`config.mk`:
```
export PLATFORM = sky130hd
export DESIGN_NAME = pll_reset_ctrl
export DESIGN_NICKNAME = d
export VERILOG_FILES = /design/src/rtl/pll_reset_ctrl.sv
export SDC_FILE = /design/constraint.sdc
export NUM_CORES = 1
export LEC_CHECK = 0
export ABC_CLOCK_PERIOD_IN_PS = 2530
export CORE_MARGIN = 5
export CORE_UTILIZATION = 40
export CTS_CLUSTER_DIAMETER = 50
export DETAILED_ROUTE_END_ITERATION = 12
export PLACE_DENSITY = 0.68
export SETUP_SLACK_MARGIN = 0.4
export SLEW_MARGIN = 20
export SYNTH_ARGS = -nofsm -noshare
export SYNTH_HDL_FRONTEND = slang
export SYNTH_SLANG_ARGS = --single-unit
```
`constraint.sdc`:
```
create_clock -name i_clk -period 2.53 [get_ports i_clk]
set_clock_uncertainty 0.05 [all_clocks]
set_input_delay 0.6325 -clock i_clk [delete_from_list [all_inputs] [get_ports i_clk]]
set_output_delay 0.6325 -clock i_clk [all_outputs]
set_load 0.02 [all_outputs]
```
`src/rtl/pll_reset_ctrl.sv`:
```
// pll_reset_ctrl: drives PLL reset with bounded retries and releases system reset
// once lock has stayed stable; re-sequences on any loss of lock.
module pll_reset_ctrl #(
    parameter int RESET_CYCLES = 16,
    parameter int LOCK_TIMEOUT = 65536,
    parameter int LOCK_STABLE  = 1024,
    parameter int MAX_RETRIES  = 3
) (
    input  logic       i_clk,
    input  logic       i_rst,
    input  logic       i_locked,
    output logic       o_pll_rst,
    output logic       o_sys_rst,
    output logic       o_fault,
    output logic [7:0] o_lock_loss_count
);
    localparam int MAXC = (RESET_CYCLES > LOCK_TIMEOUT)
        ? ((RESET_CYCLES > LOCK_STABLE) ? RESET_CYCLES : LOCK_STABLE)
        : ((LOCK_TIMEOUT > LOCK_STABLE) ? LOCK_TIMEOUT : LOCK_STABLE);
    localparam int CW = $clog2(MAXC) + 1;
    localparam int RW = $clog2(MAX_RETRIES + 1) + 1;
    localparam logic [CW-1:0] RC_LAST = CW'(RESET_CYCLES - 1);
    localparam logic [CW-1:0] LT_LAST = CW'(LOCK_TIMEOUT - 1);
    localparam logic [CW-1:0] LS_LAST = CW'(LOCK_STABLE - 1);
    localparam logic [RW-1:0] MR = RW'(MAX_RETRIES);

    typedef enum logic [2:0] {RESET_PLL, WAIT_LOCK, STABILIZE, RUNNING, FAULT} state_e;

    state_e        state_q, state_d;
    logic [CW-1:0] cnt_q, cnt_d;
    logic [RW-1:0] retries_q, retries_d;
    logic [7:0]    loss_q, loss_d;
    logic [1:0]    sync_q;
    logic          boot_q;
    logic          pll_rst_q, sys_rst_q, fault_q;
    logic          locked_s;

    assign locked_s          = sync_q[1];
    assign o_pll_rst         = pll_rst_q;
    assign o_sys_rst         = sys_rst_q;
    assign o_fault           = fault_q;
    assign o_lock_loss_count = loss_q;

    always_comb begin
        state_d   = state_q;
        cnt_d     = cnt_q + CW'(1);
        retries_d = retries_q;
        loss_d    = loss_q;
        case (state_q)
            // the first cycle after reset release is not counted toward the pulse
            RESET_PLL: begin
                if (boot_q) cnt_d = '0;
                else if (cnt_q == RC_LAST) state_d = WAIT_LOCK;
            end
            WAIT_LOCK: begin
                if (locked_s) state_d = STABILIZE;
                else if (cnt_q == LT_LAST) begin
                    state_d   = (retries_q < MR) ? RESET_PLL : FAULT;
                    retries_d = (retries_q < MR) ? retries_q + RW'(1) : retries_q;
                end
            end
            STABILIZE: begin
                if (!locked_s) state_d = WAIT_LOCK;
                else if (cnt_q == LS_LAST) state_d = RUNNING;
            end
            RUNNING: begin
                cnt_d = cnt_q;
                if (!locked_s) begin
                    state_d   = RESET_PLL;
                    retries_d = '0;
                    loss_d    = (loss_q == 8'hff) ? loss_q : loss_q + 8'd1;
                end
            end
            default: cnt_d = cnt_q;
        endcase
        if (state_d != state_q) cnt_d = '0;
    end

    always_ff @(posedge i_clk) begin
        if (i_rst) begin
            sync_q    <= '0;
            state_q   <= RESET_PLL;
            cnt_q     <= '0;
            retries_q <= '0;
            loss_q    <= '0;
            boot_q    <= 1'b1;
            pll_rst_q <= 1'b1;
            sys_rst_q <= 1'b1;
            fault_q   <= 1'b0;
        end else begin
            sync_q    <= {sync_q[0], i_locked};
            state_q   <= state_d;
            cnt_q     <= cnt_d;
            retries_q <= retries_d;
            loss_q    <= loss_d;
            boot_q    <= 1'b0;
            pll_rst_q <= state_d == RESET_PLL;
            sys_rst_q <= state_d != RUNNING;
            fault_q   <= state_d == FAULT;
        end
    end
endmodule
```
==> results.toml, run 1 <==
[synthesis]
synth_area_leader_cell = "dfxtp_1"
syn_area_sq_mm = 0.00181
ys.flop_type = "dfxtp_1"
synth-async-reset-ratio_pct = 0
synth_top_area_share_pct = 40.9
synth_cells = 221
ys_ff_latch = 37
ys_top_cells_by_area = "dfxtp_1 (41%), nor2_1 (7.5%), xnor2_1 (6.3%)"
synthTopCellsByCount = "dfxtp_1 (37), nor2_1 (36), nand2_1 (18)"
synth_seq_area_share_pct = 40.9
synth_most_common_cell = "dfxtp_1"
ys_warn_count = 0
synth_edf_count = 0
synth.net_count = 228
syn_avg_cell_area_sq_um = 8.20
ys_types = 41

[floorplan]
die_h_um = 77.3
core_sq_mm = 0.00438
dieArea_sq_mm = 0.00598
row_count = 24
ioPinCount = 14
die_w_um = 77.3
start_util_pct = 41.4

[sta]
relSlewSlack_pct = 58.4
final.min_clock_period_ns = 2.17
worst_pin_slew_ns = 0.618
rsz0062_at_grt = "true"
fmax_mhz = 461
slew_viol_final = 0
hold_viol = 0
finalSetupViolations = 0
tns_ns = 0
min_period_over_period_pct = 85.7

[layout]
multiInputGateArea_sq_mm = 0.00115
nFillCells = 382
final_cells = 305
syn2layout_area_growth_pct = 32.4
nets = 259
regArea_sq_um = 759
n_antenna_cell = 0
drive_above_1_share_pct = 28.1

[routing]
wirelength_mm = 4.31
vias_per_cell = 5.49
ant_nets = 0
wl_per_cell_um = 14.1
routed-via-count = 1673
drtPass1Iterations = 4
drc = 0
drtIter0Drc = 142

[setup_path]
cp_max_fo = 4
worstSetupEndpoint = "o_sys_rst"
reg2reg_depth = 5
cp.required_ns = 2.65
worstReg2RegEnd = "o_sys_rst"
r2r_setup_slack_ns = 0.36
r2r-start = "cnt_q[14]"
cp-start-kind = "flip-flop"
arrival_ns = 2.29
cp-end-kind = "flip-flop"
criticalPathCategory = "flip-flop to flip-flop"
crit_start = "cnt_q[14]"

[grt]
grt_pass1_vias = 1584
gr-total-overflow = 0
use_met2_pct = 21.8
use_met1_pct = 18.3
grt.busiest_layer = "met2"
grt_pass1_wl_mm = 7.09
antenna_found_initial = 0
grt_max_degree = 16
grtUsageMet3_pct = 4.45
grt_use_total_pct = 14.4

[clock_tree]
clk_latency_ns = 0.29
clkTransAtPathRegs_ns = 0.08
cts_tree = "yes"
numCtsBuffers = 5
cts_max_level = 2
hold_buffers = 0
cts-root-buf = "clkbuf_8"
cts_max_path_buffers = 2
clock-sinks = 37

[power]
total_power_uw = 1150
peakVddDrop_uv = 364
cellLeakagePower_uw = 0.000837
power_density_mw_per_mm2 = 481

[place]
placedCellCount = 283
place_congestion = 0.892
io_buffers = 13
dp_hpwl_mm = 2.76

[hold_path]
hold_class = "flip-flop to flip-flop"

[run_status]
status = "completed"

[job]
cap_viol_max_count = 0
routing by layer:
layer  vias up  routed length [um]  share of wire (%)
met3        11                 234                5.4
met4         0                 120                2.8
met5         -                   0                  0
met2        46                1990                 46
met1       779                1970                 46
li1        837                   -                  -
worst max-delay path, cell delays in order (launching register included):
cell and delay (ns):
dfxtp_1 0.38, nor4_1 0.30, nand2_1 0.12, or4_4 0.50, a31o_1 0.24, or4b_1 0.46
report_power, final:
part	leakage [uW]	total, uW	switching, uW	internal, uW
clock	0.0000585	523	201	321
combinational	0.000473	40.9	22.5	18.4
sequential	0.000306	590	4.95	586
worst min-delay path by stage:
stage,from,end,slack [ns],cells past startpoint
finish,sync_q[0],sync_q[1],0.41,1
CTS,sync_q[0],sync_q[1],0.41,1
global placement,sync_q[0],sync_q[1],0.38,1
floorplan,sync_q[0],sync_q[1],0.36,1
detailed placement,sync_q[0],sync_q[1],0.40,1
global route,sync_q[0],sync_q[1],0.42,1
through the flow:
stage	hold slack (ns)	worst slack (ns)	cell area, sq um	utilization [%]
after floorplan	0.364	0.407	1840	-
after global placement	0.375	0.226	2030	46.4
after detailed placement	0.396	0.142	2030	46.4
after CTS	0.409	0.379	2270	51.7
after global routing	0.416	0.268	2400	54.8
final	0.406	0.362	2400	54.8
sequential cells by signal, indices dropped and copies added, names as in the netlist:
signal / count
o_pll_rst: 1
o_sys_rst: 1
sync_q: 2
state_q: 3
o_lock_loss_count: 8
cnt_q: 17
retries_q: 3
o_fault: 1
boot_q: 1
cells by family after synthesis:
kind of cell,synth area share (%)
and+or+nand+nor,30.9
xor gates and xnor gates,10.1
AOI/OAI and AO/OA,11.5
muxes,1.10
adders and majority gates,2.76
DFF,40.9
buffers and inverters,2.76
timing repair:
item / 4_1_cts / 5_1_grt
buffers inserted: 9 / 4
setup endpoints to repair: 20 / 29
resized for setup: 17 / 29
gates cloned: 1 / 0
pin swaps: 18 / 13
layout make-up:
class,count,share of cell area [%]
Clock inverter,1,1.25
Timing Repair Buffer,32,11.9
Multi-Input combinational cell,171,48.1
Sequential cell,37,31.6
Clock buffer,7,3.60
Inverter,5,0.782
Tap cell,52,2.71
cells in the final DEF, fill, tap and decap left out, drive strengths merged, types with 5 or more instances in the layout:
cell	synthesis	layout
dfxtp	37	37
clkbuf	7	7
nor3	10	10
nand4	7	7
nand2	19	19
xor2	8	8
nor4	5	5
nor2	36	36
xnor2	13	13
nand3	10	10
clkdlybuf4s50	0	12
inv	5	5
o21ai	5	5
a21oi	17	17
buf	1	19
No activity file was read; power rests on OpenSTA's default activity.
==> inputs of run 2 (changes only) <==
ABC_AREA = 1   (was unset)
CORE_MARGIN = 2   (was 5)
==> results.toml, run 2 <==
[grt]
grt_pass1_wl_mm = 7.95
grt_pass1_vias = 1800
grt_use_total_pct = 18.3
grt_max_degree = 21
gr-total-overflow = 0
antenna_found_initial = 0

[synthesis]
ys_warn_count = 0
ys_types = 29
synthTopCellsByCount = "nor2_1 (75), nand2_1 (55), inv_1 (38)"
synth_edf_count = 0
syn_area_sq_mm = 0.00206
synth.net_count = 330
ys_ff_latch = 37
synth_area_leader_cell = "dfxtp_1"
syn_avg_cell_area_sq_um = 6.39
synth_seq_area_share_pct = 35.9
synth_most_common_cell = "nor2_1"
synth_top_area_share_pct = 35.9
synth_cells = 323
ys.flop_type = "dfxtp_1"
ys_top_cells_by_area = "dfxtp_1 (36%), nor2_1 (14%), nand2_1 (10%)"
synth-async-reset-ratio_pct = 0

[place]
dp_hpwl_mm = 3.40
io_buffers = 13
place_congestion = 0.860

[sta]
worst_pin_slew_ns = 0.429
rsz0062_at_grt = "true"
hold_viol = 0
tns_ns = 0
finalSetupViolations = 0
min_period_over_period_pct = 80.8
final.min_clock_period_ns = 2.04
slew_viol_final = 0
fmax_mhz = 489
relSlewSlack_pct = 71.3

[clock_tree]
cts-root-buf = "clkbuf_8"
hold_buffers = 0
cts_max_level = 2
clock-sinks = 37
numCtsBuffers = 5
clkTransAtPathRegs_ns = 0.08
cts_max_path_buffers = 2
cts_tree = "yes"
clk_latency_ns = 0.29

[setup_path]
crit_cells = 1
cp_max_fo = 6
arrival_ns = 1.36
criticalPathCategory = "flip-flop to output port"
cp-end-kind = "output port"
cp.required_ns = 1.85
r2r-start = "cnt_q[1]"
cp-start-kind = "flip-flop"
slowest_delay_ns = 0.64
cp_cell_sequence = "clkdlybuf4s50_1"
critPathSlowestCell = "clkdlybuf4s50_1"
critPathBufInv = 1
worstReg2RegEnd = "cnt_q[3]"
reg2reg_depth = 13
r2r_setup_slack_ns = 0.50
cp_top_family = "buffers and inverters"

[hold_path]
hold_class = "flip-flop to flip-flop"
hp-start = "sync_q[0]"
min_to = "sync_q[1]"
hold_depth = 2

[floorplan]
core_sq_mm = 0.00504
dieArea_sq_mm = 0.00575
row_count = 26
start_util_pct = 40.9
ioPinCount = 14
die_h_um = 75.8
die_w_um = 75.8

[power]
power_switching_uw = 256
pwr-share-clk_pct = 45.0
total_power_uw = 1150
power_density_mw_per_mm2 = 447
peakVddDrop_uv = 329
cellLeakagePower_uw = 0.000972
power_frac_seq_pct = 51.3
netSwitchingFraction_pct = 22.2
pwr-share-comb_pct = 3.7
internal_power_uw = 898

[routing]
wirelength_mm = 4.98
vias_per_cell = 4.99
drc = 0
drtIter0Drc = 154
ant_nets = 0
drtPass1Iterations = 4
wl_per_cell_um = 11.8
routed-via-count = 2100

[layout]
fin_util_pct = 51.2
mostFrequentLayoutCell = "nor2_1"
regMostFlops = "cnt_q"
final_cell_mix = "nor2_1 (64), nand2_1 (53), inv_1 (37)"
nets = 357
syn2layout_area_growth_pct = 25.0
largest_reg_flops = 17
n_antenna_cell = 0
drive_above_1_share_pct = 16.5

[run_status]
status = "completed"

[job]
cap_viol_max_count = 0
run 2: worst max-delay path by stage:
stage | startpoint | endpoint | slack, ns
after floorplan | cnt_q[1] | cnt_q[11] | 0.43
after global placement | cnt_q[0] | cnt_q[16] | 0.32
after detailed placement | cnt_q[0] | cnt_q[13] | 0.23
after CTS | cnt_q[0] | cnt_q[13] | 0.45
after global routing | cnt_q[1] | cnt_q[7] | 0.35
final | o_lock_loss_count[2] | o_lock_loss_count[2] | 0.49
run 2: cells by family (layout without fill, tap and decap cells):
group / Yosys count / count (layout) / synth area share [%]
flip-flops: 37 / 37 / 35.9
XOR/XNOR: 8 / 8 / 3.39
buffers and inverters: 48 / 74 / 9.15
multiplexers: 1 / 1 / 0.485
AND/OR/NAND/NOR: 175 / 177 / 35.9
AO/OA/AOI/OAI: 50 / 50 / 12.8
adder cells (fa/ha/maj): 4 / 4 / 2.42
run 2: power by group through the flow:
stage	combinational, uW	sequential [uW]	clock, uW
final	42.3	592	519
after global routing	47.9	592	554
after CTS	37.6	592	535
after detailed placement	32.5	606	0
after global placement	31.8	606	0
after floorplan	24.9	602	0
run 2: what timing repair did:
action,4_1_cts,5_1_grt
endpoints found under the setup margin,20,22
gates cloned,2,0
pin swaps,4,7
hold endpoints to repair,0,0
buffers inserted,3,4
gates resized for setup,7,27
run 2: per-stage QoR:
step           hold slack [ns]  area (sq um)  setup WS (ns)  instances
2_1_floorplan            0.338          2090          0.427        323
3_3_place_gp             0.340          2300          0.316        404
3_5_place_dp             0.348          2300          0.225        404
4_1_cts                  0.359          2470          0.446        417
5_1_grt                  0.375          2580          0.354        421
6_report                 0.357          2580          0.486        421
run 2: cell type report:
cell class / count / area, sq um
clock buffers: 6 / 72.6
fillers: 513 / 2460
inverters: 43 / 161
multi-input cells: 240 / 1260
clock inverters: 2 / 38.8
repair buffers: 23 / 205
well taps: 70 / 87.6
flip-flops and latches: 37 / 753
run 2: routing by layer:
layer,wire length (um),vias to the layer above,global-route usage [%]
met1,2270,947,23.0
met3,236,13,4.76
met5,0,-,0
li1,-,1089,-
met2,2360,51,29.4
met4,115,0,8.38
run 2: worst register-to-register path: stages (launching register included):
cell	delay [ns]
dfxtp_2	0.36
ha_4	0.15
nand2_4	0.05
nor2_4	0.14
nand2_2	0.11
nor4_4	0.14
ha_2	0.22
inv_1	0.06
nor3_2	0.17
nor2_1	0.08
o21ai_1	0.09
inv_2	0.12
nand2_4	0.14
nor2_1	0.06
